### src/rtl/mac_accum_8bit.sv
// Purpose : sums NTERMS unsigned 8-bit products into an ACC_W-bit accumulator with a sticky carry-out flag.
// Latency : out_valid rises the cycle after the transfer that delivers the NTERMS-th product.
// Backpr. : in_ready is held high for the whole accumulation; the result is held in DONE until out_ready.
//
// Ports:
//   clk, rst            clock and synchronous active-high reset
//   start               begin a new accumulation (acted on only in IDLE)
//   in_valid/in_ready   product handshake, prod is the 8-bit unsigned product
//   acc_out, ovf        accumulated sum and sticky carry-out of the current accumulation
//   out_valid/out_ready result handshake
//   busy                high whenever the block is not IDLE
module mac_accum_8bit #(
  parameter int NTERMS = 4,
  parameter int ACC_W  = 12
) (
  input  logic             clk,
  input  logic             rst,
  input  logic             start,
  input  logic             in_valid,
  output logic             in_ready,
  input  logic [7:0]       prod,
  output logic [ACC_W-1:0] acc_out,
  output logic             out_valid,
  input  logic             out_ready,
  output logic             ovf,
  output logic             busy
);

  typedef enum logic [1:0] {
    IDLE  = 2'd0,
    ACCUM = 2'd1,
    DONE  = 2'd2
  } state_t;

  state_t         state;
  state_t         state_nxt;
  logic [3:0]     cnt;
  logic [ACC_W:0] sum;
  logic           xfer;
  logic           last;

  // One spare bit on top of the accumulator captures the carry-out.
  assign sum  = {1'b0, acc_out} + {{(ACC_W-7){1'b0}}, prod};
  assign xfer = in_ready & in_valid;
  assign last = (cnt == 4'(NTERMS - 1));

  always_ff @(posedge clk) begin
    if (rst) begin
      state <= IDLE;
    end else begin
      state <= state_nxt;
    end
  end

  always_comb begin
    state_nxt = state;
    in_ready  = 1'b0;
    out_valid = 1'b0;
    busy      = 1'b1;
    case (state)
      IDLE: begin
        busy = 1'b0;
        if (start) begin
          state_nxt = ACCUM;
        end
      end
      ACCUM: begin
        in_ready = 1'b1;
        if (in_valid && last) begin
          state_nxt = DONE;
        end
      end
      DONE: begin
        out_valid = 1'b1;
        if (out_ready) begin
          state_nxt = IDLE;
        end
      end
      default: begin
        state_nxt = IDLE;
      end
    endcase
  end

  // Result registers are only touched by start or a transfer, so they stay
  // readable after the DONE handshake until the next accumulation begins.
  always_ff @(posedge clk) begin
    if (rst) begin
      acc_out <= '0;
      ovf     <= 1'b0;
      cnt     <= '0;
    end else if (state == IDLE && start) begin
      acc_out <= '0;
      ovf     <= 1'b0;
      cnt     <= '0;
    end else if (xfer) begin
      acc_out <= sum[ACC_W-1:0];
      ovf     <= ovf | sum[ACC_W];
      cnt     <= cnt + 4'd1;
    end
  end

endmodule
### config.mk
export PLATFORM = sky130hd
export DESIGN_NAME = mac_accum_8bit
export DESIGN_NICKNAME = d
export VERILOG_FILES = /design/src/rtl/mac_accum_8bit.sv
export SDC_FILE = /design/constraint.sdc
export NUM_CORES = 1
export LEC_CHECK = 0
export ABC_AREA = 1
export CORE_ASPECT_RATIO = 0.75
export CORE_MARGIN = 2
export CORE_UTILIZATION = 53
export DETAILED_ROUTE_END_ITERATION = 8
export GPL_TIMING_DRIVEN = 0
export PLACE_DENSITY_LB_ADDON = 0.12
export SLEW_MARGIN = 20
export SYNTH_ARGS = -nofsm -noshare
export SYNTH_HDL_FRONTEND = slang
export SYNTH_SLANG_ARGS = --single-unit
### constraint.sdc
create_clock -name clk -period 3.3 [get_ports clk]
set_input_delay 0.66 -clock clk [delete_from_list [all_inputs] [get_ports clk]]
set_output_delay 0.66 -clock clk [all_outputs]
set_load 0.01 [all_outputs]
After elaboration in Yosys (flattened, before gate mapping)
Cells that the tools add are included.
{"block": "totals", "ff_bits": 19, "input_bits": 13, "output_inout_bits": 16, "wordCells": 26}
{"block": "op_classes", "addsub": 2, "n_eq_ne": 6, "n_mux": 7, "n_bitwise": 2, "n_reduce_logical": 5}
{"operator": "12-bit by 8-bit adder with 13-bit output", "n": 1}
{"operator": "2-bit two-way mux", "n": 3}
{"operator": "2-bit inequality test (second input constant)", "n": 3}
{"operator": "2-bit case mux with 3 select lines", "n": 1}
{"operator": "4-bit by 1-bit adder with 4-bit output (second input constant)", "n": 1}
{"operator": "4-bit by 2-bit equality test with 1-bit output (second input constant)", "n": 1}
{"operator": "1-bit two-way mux", "n": 3}
{"operator": "3-bit AND reduction", "n": 1}
{"operator": "2-bit by 1-bit equality test with 1-bit output (second input constant)", "n": 1}
{"operator": "2-bit equality test (second input constant)", "n": 1}
{"operator": "1-bit logical AND", "n": 2}
{"operator": "2-bit zero test", "n": 1}
{"operator": "2-bit OR reduction", "n": 1}
{"operator": "1-bit AND", "n": 1}
{"operator": "1-bit bitwise OR", "n": 1}

Longest topological paths before layout
{"block": "logic_depth", "depth_word": 4, "depth_mapped": 10}

Worst setup path before layout
OpenSTA, ideal clock, no wires.
{"block": "synth_path", "path_type": "input to register", "start": "in prod[0]", "end": "reg acc_out[8]", "setup_ns": 0.114, "arrival_ns": 1.794, "t_required_ns": 3.186, "slack_ns": 1.392, "stages": 10, "n_path_buf": 0, "cell_sequence": "ha_1 fa_1 nand2_1 nand2_1 nand3_1 nand3_2 nand2_2 nand2_1 nand2_1 nor2_2"}
{"block": "synth_via", "elab_chain_len": 1}
{"element": "start: declaration", "line_no": "21", "source": "input logic [7:0] prod,"}
{"element": "12-bit by 8-bit adder with 13-bit output", "line_no": "43", "source": "assign sum = {1'b0, acc_out} + {{(ACC_W-7){1'b0}}, prod};"}
{"element": "end signal: assignment", "line_no": "97", "source": "acc_out <= sum[ACC_W-1:0];"}
{"element": "end: declaration", "line_no": "22", "source": "output logic [ACC_W-1:0] acc_out,"}
No other way between the ends.
A chain may end at the register's enable or synchronous reset.

Final worst setup path
{"block": "layout_path", "start": "in prod[0]", "end": "reg acc_out[10]"}
The elaborated chain is that of the path after synthesis.

==> metrics.cfg <==
[synthesis]
syn_inst = 188
synthDistinctLibCells = 30
synth-edff-count = 0
avgSynthCellArea_um2 = 6.82
synth_nets = 211
ys_ff_latch = 19
synth_top_area_cell = dfxtp_1
synth.area.top_cells = dfxtp_1, nand2_1, ha_1
synth_warnings = 0
ys_async_sr_fraction_pct = 0
netlist_area_mm2 = 0.00128
synth_top_area_share_pct = 29.7
synth-main-ff-cell = dfxtp_1
synth-seq-area-share_pct = 29.7

[cts]
ctsResizeCount = 0
numCtsBuffers = 3
cts_root_buffer = clkbuf_4
htreeDepth = 1
clock_sinks = 19
post-cts-setup-buffers = 0
clk_pin_slew_ns = 0.11
cts.path.max_buffers = 2
insertion_delay_ns = 0.30
cts_tree = yes
hold_buffers = 0

[sta]
relSlewSlack_pct = 84.5
setup_violations = 0
rsz0062_at_grt = no
min_period_ns = 2.19
whs_ns = 0.463
fin_skew_ns = 0.00170
tightest_slew_ns = 0.229
clock.fmax_mhz = 457
setup_ws_ns = 1.11
post-route-period-util_pct = 66.3
slew_viol_final = 0
tns_ns = 0
hold_viol_final = 0

[worst_hold_path]
min_to = ovf
hp-start = ovf
hold_path.class = reg2reg
min_path_cells = 2

[worst_setup_path]
cp_cell_sequence = clkdlybuf4s50_1 -> ha_1 -> fa_1 -> nand2_1 -> nand2_1 -> nand3_1 -> nand3_2 -> nand2_2 -> nand2_1 -> nand2_1 -> nor2_2
cp-start-kind = input port
max_stage_delay_ns = 0.40
cp_common_cell = nand2_1
reg2reg_slack_ns = 1.54
worst-path-max-fanout = 3
critPathLaunch = prod[0]
critPathArrivalTime_ns = 2.39
endpoint_kind = flop
ff2ff_path_depth = 10
required_ns = 3.51
timing.rr.start = acc_out[0]
cpMaxStageDelayCell = clkdlybuf4s50_1
crit_type = in2reg
r2r_end = acc_out[10]

[final_layout]
syn_to_final_growth_pct = 27.3
fillers = 215
post-route-util_pct = 71.3
final_common_cell = nand2_1
fin_nets = 244
layout_common_cells = nand2_1, clkdlybuf4s50_1, inv_1
diodes = 0
drive_gt1_share_pct = 10.0

[global_route]
grt_pass1_vias = 1147
grt_max_degree = 12
track_usage_pct = 23.6
grt_pass1_wl_um = 4930
overflow = 0
antenna_found_initial = 0

[routing]
antenna_left = 0
post-route-drc-count = 0
drtIter0Drc = 59
first_pass_iters = 4
wire_per_inst_um = 11.7
routed_wl_um = 2980
viasPerCell = 4.99
dr_total_vias = 1268

[placement]
gp_congestion = 0.889
dp_hpwl_um = 2380
portBuffers = 28
pre_cts_ws_ns = 0.805

[die]
num_io_pins = 29
dieArea_mm2 = 0.00283
die_w_um = 60.8
die_h_um = 46.6
core_area_mm2 = 0.00229
initial_core_util_pct = 56.0
rows = 15

[job]
maxCapViolCount = 0

[power_and_ir_drop]
peakVddDrop_uv = 299
power_density_mw_per_mm2 = 303
p_leak_nw = 0.764

[run_status]
status = completed

-- flip-flops by register name (all words and copies together), names as in the netlist --
name	cells
state	2
acc_out	12
cnt	4
ovf	1
-- where the power goes --
group          leakage [nW]  internal (W)  total (W)  switching [W]
sequential            0.154      0.000237   0.000244     0.00000697
combinational         0.592     0.0000614   0.000131      0.0000695
clock                0.0177     0.0000452   0.000120      0.0000747
total                 0.764      0.000343   0.000495       0.000151
-- metrics by stage --
stage | cell area, µm² | total power, W | instances
2_1_floorplan | 1280 | 0.000328 | 188
3_3_place_gp | 1610 | 0.000374 | 250
3_5_place_dp | 1610 | 0.000379 | 250
4_1_cts | 1630 | 0.000498 | 254
5_1_grt | 1630 | 0.000522 | 254
6_report | 1630 | 0.000495 | 254
-- cell usage after synthesis, types with 2 or more instances --
library cell	instances
buf_6	3
inv_1	26
ha_1	9
nor2_2	2
inv_2	2
nand2_2	2
nand4_1	2
or2_2	2
nor2_4	2
xnor2_1	2
nor2_1	18
nand2_1	51
nand3_1	20
dfxtp_1	19
a21oi_1	11
o21a_1	3
-- how the worst max path moves through the flow --
stage / endpoint
detailed placement: acc_out[8]
global placement: acc_out[10]
finish: acc_out[10]
global route: acc_out[10]
floorplan: acc_out[8]
CTS: acc_out[8]
-- kinds of logic after synthesis --
kind of cell / share of synthesized area [%]
and+or+nand+nor: 35.8
buffers and inverters: 11.5
AOI/OAI and AO/OA: 10.6
DFF: 29.7
adders and majority gates: 10.3
xor gates and xnor gates: 2.05
-- area by class of cell --
class	instances	area, µm²	share of cell area, %
sequential	19	380	23.3
clock buffer	3	22.5	1.38
multi-input combinational	137	754	46.2
clock inverter	1	5.00	0.307
buffer	3	33.8	2.07
timing repair buffer	28	280	17.2
inverter	29	114	6.97
tap	34	42.5	2.61
-- critical path: cells and delay by family --
family	cells	cell delay [ns]
buffers and inverters	1	0.40
and+or+nand+nor	8	0.67
adders and majority gates	2	0.65
-- layer usage --
layer | vias to the layer above | share of wire, % | global-route usage, %
met5 | - | 0 | 0
met4 | 0 | 1.7 | 8.26
met3 | 6 | 4.2 | 6.18
met2 | 29 | 49 | 40.4
met1 | 565 | 45 | 28.8
li1 | 668 | - | -
Note: power is estimated with default switching activity, not from simulation.
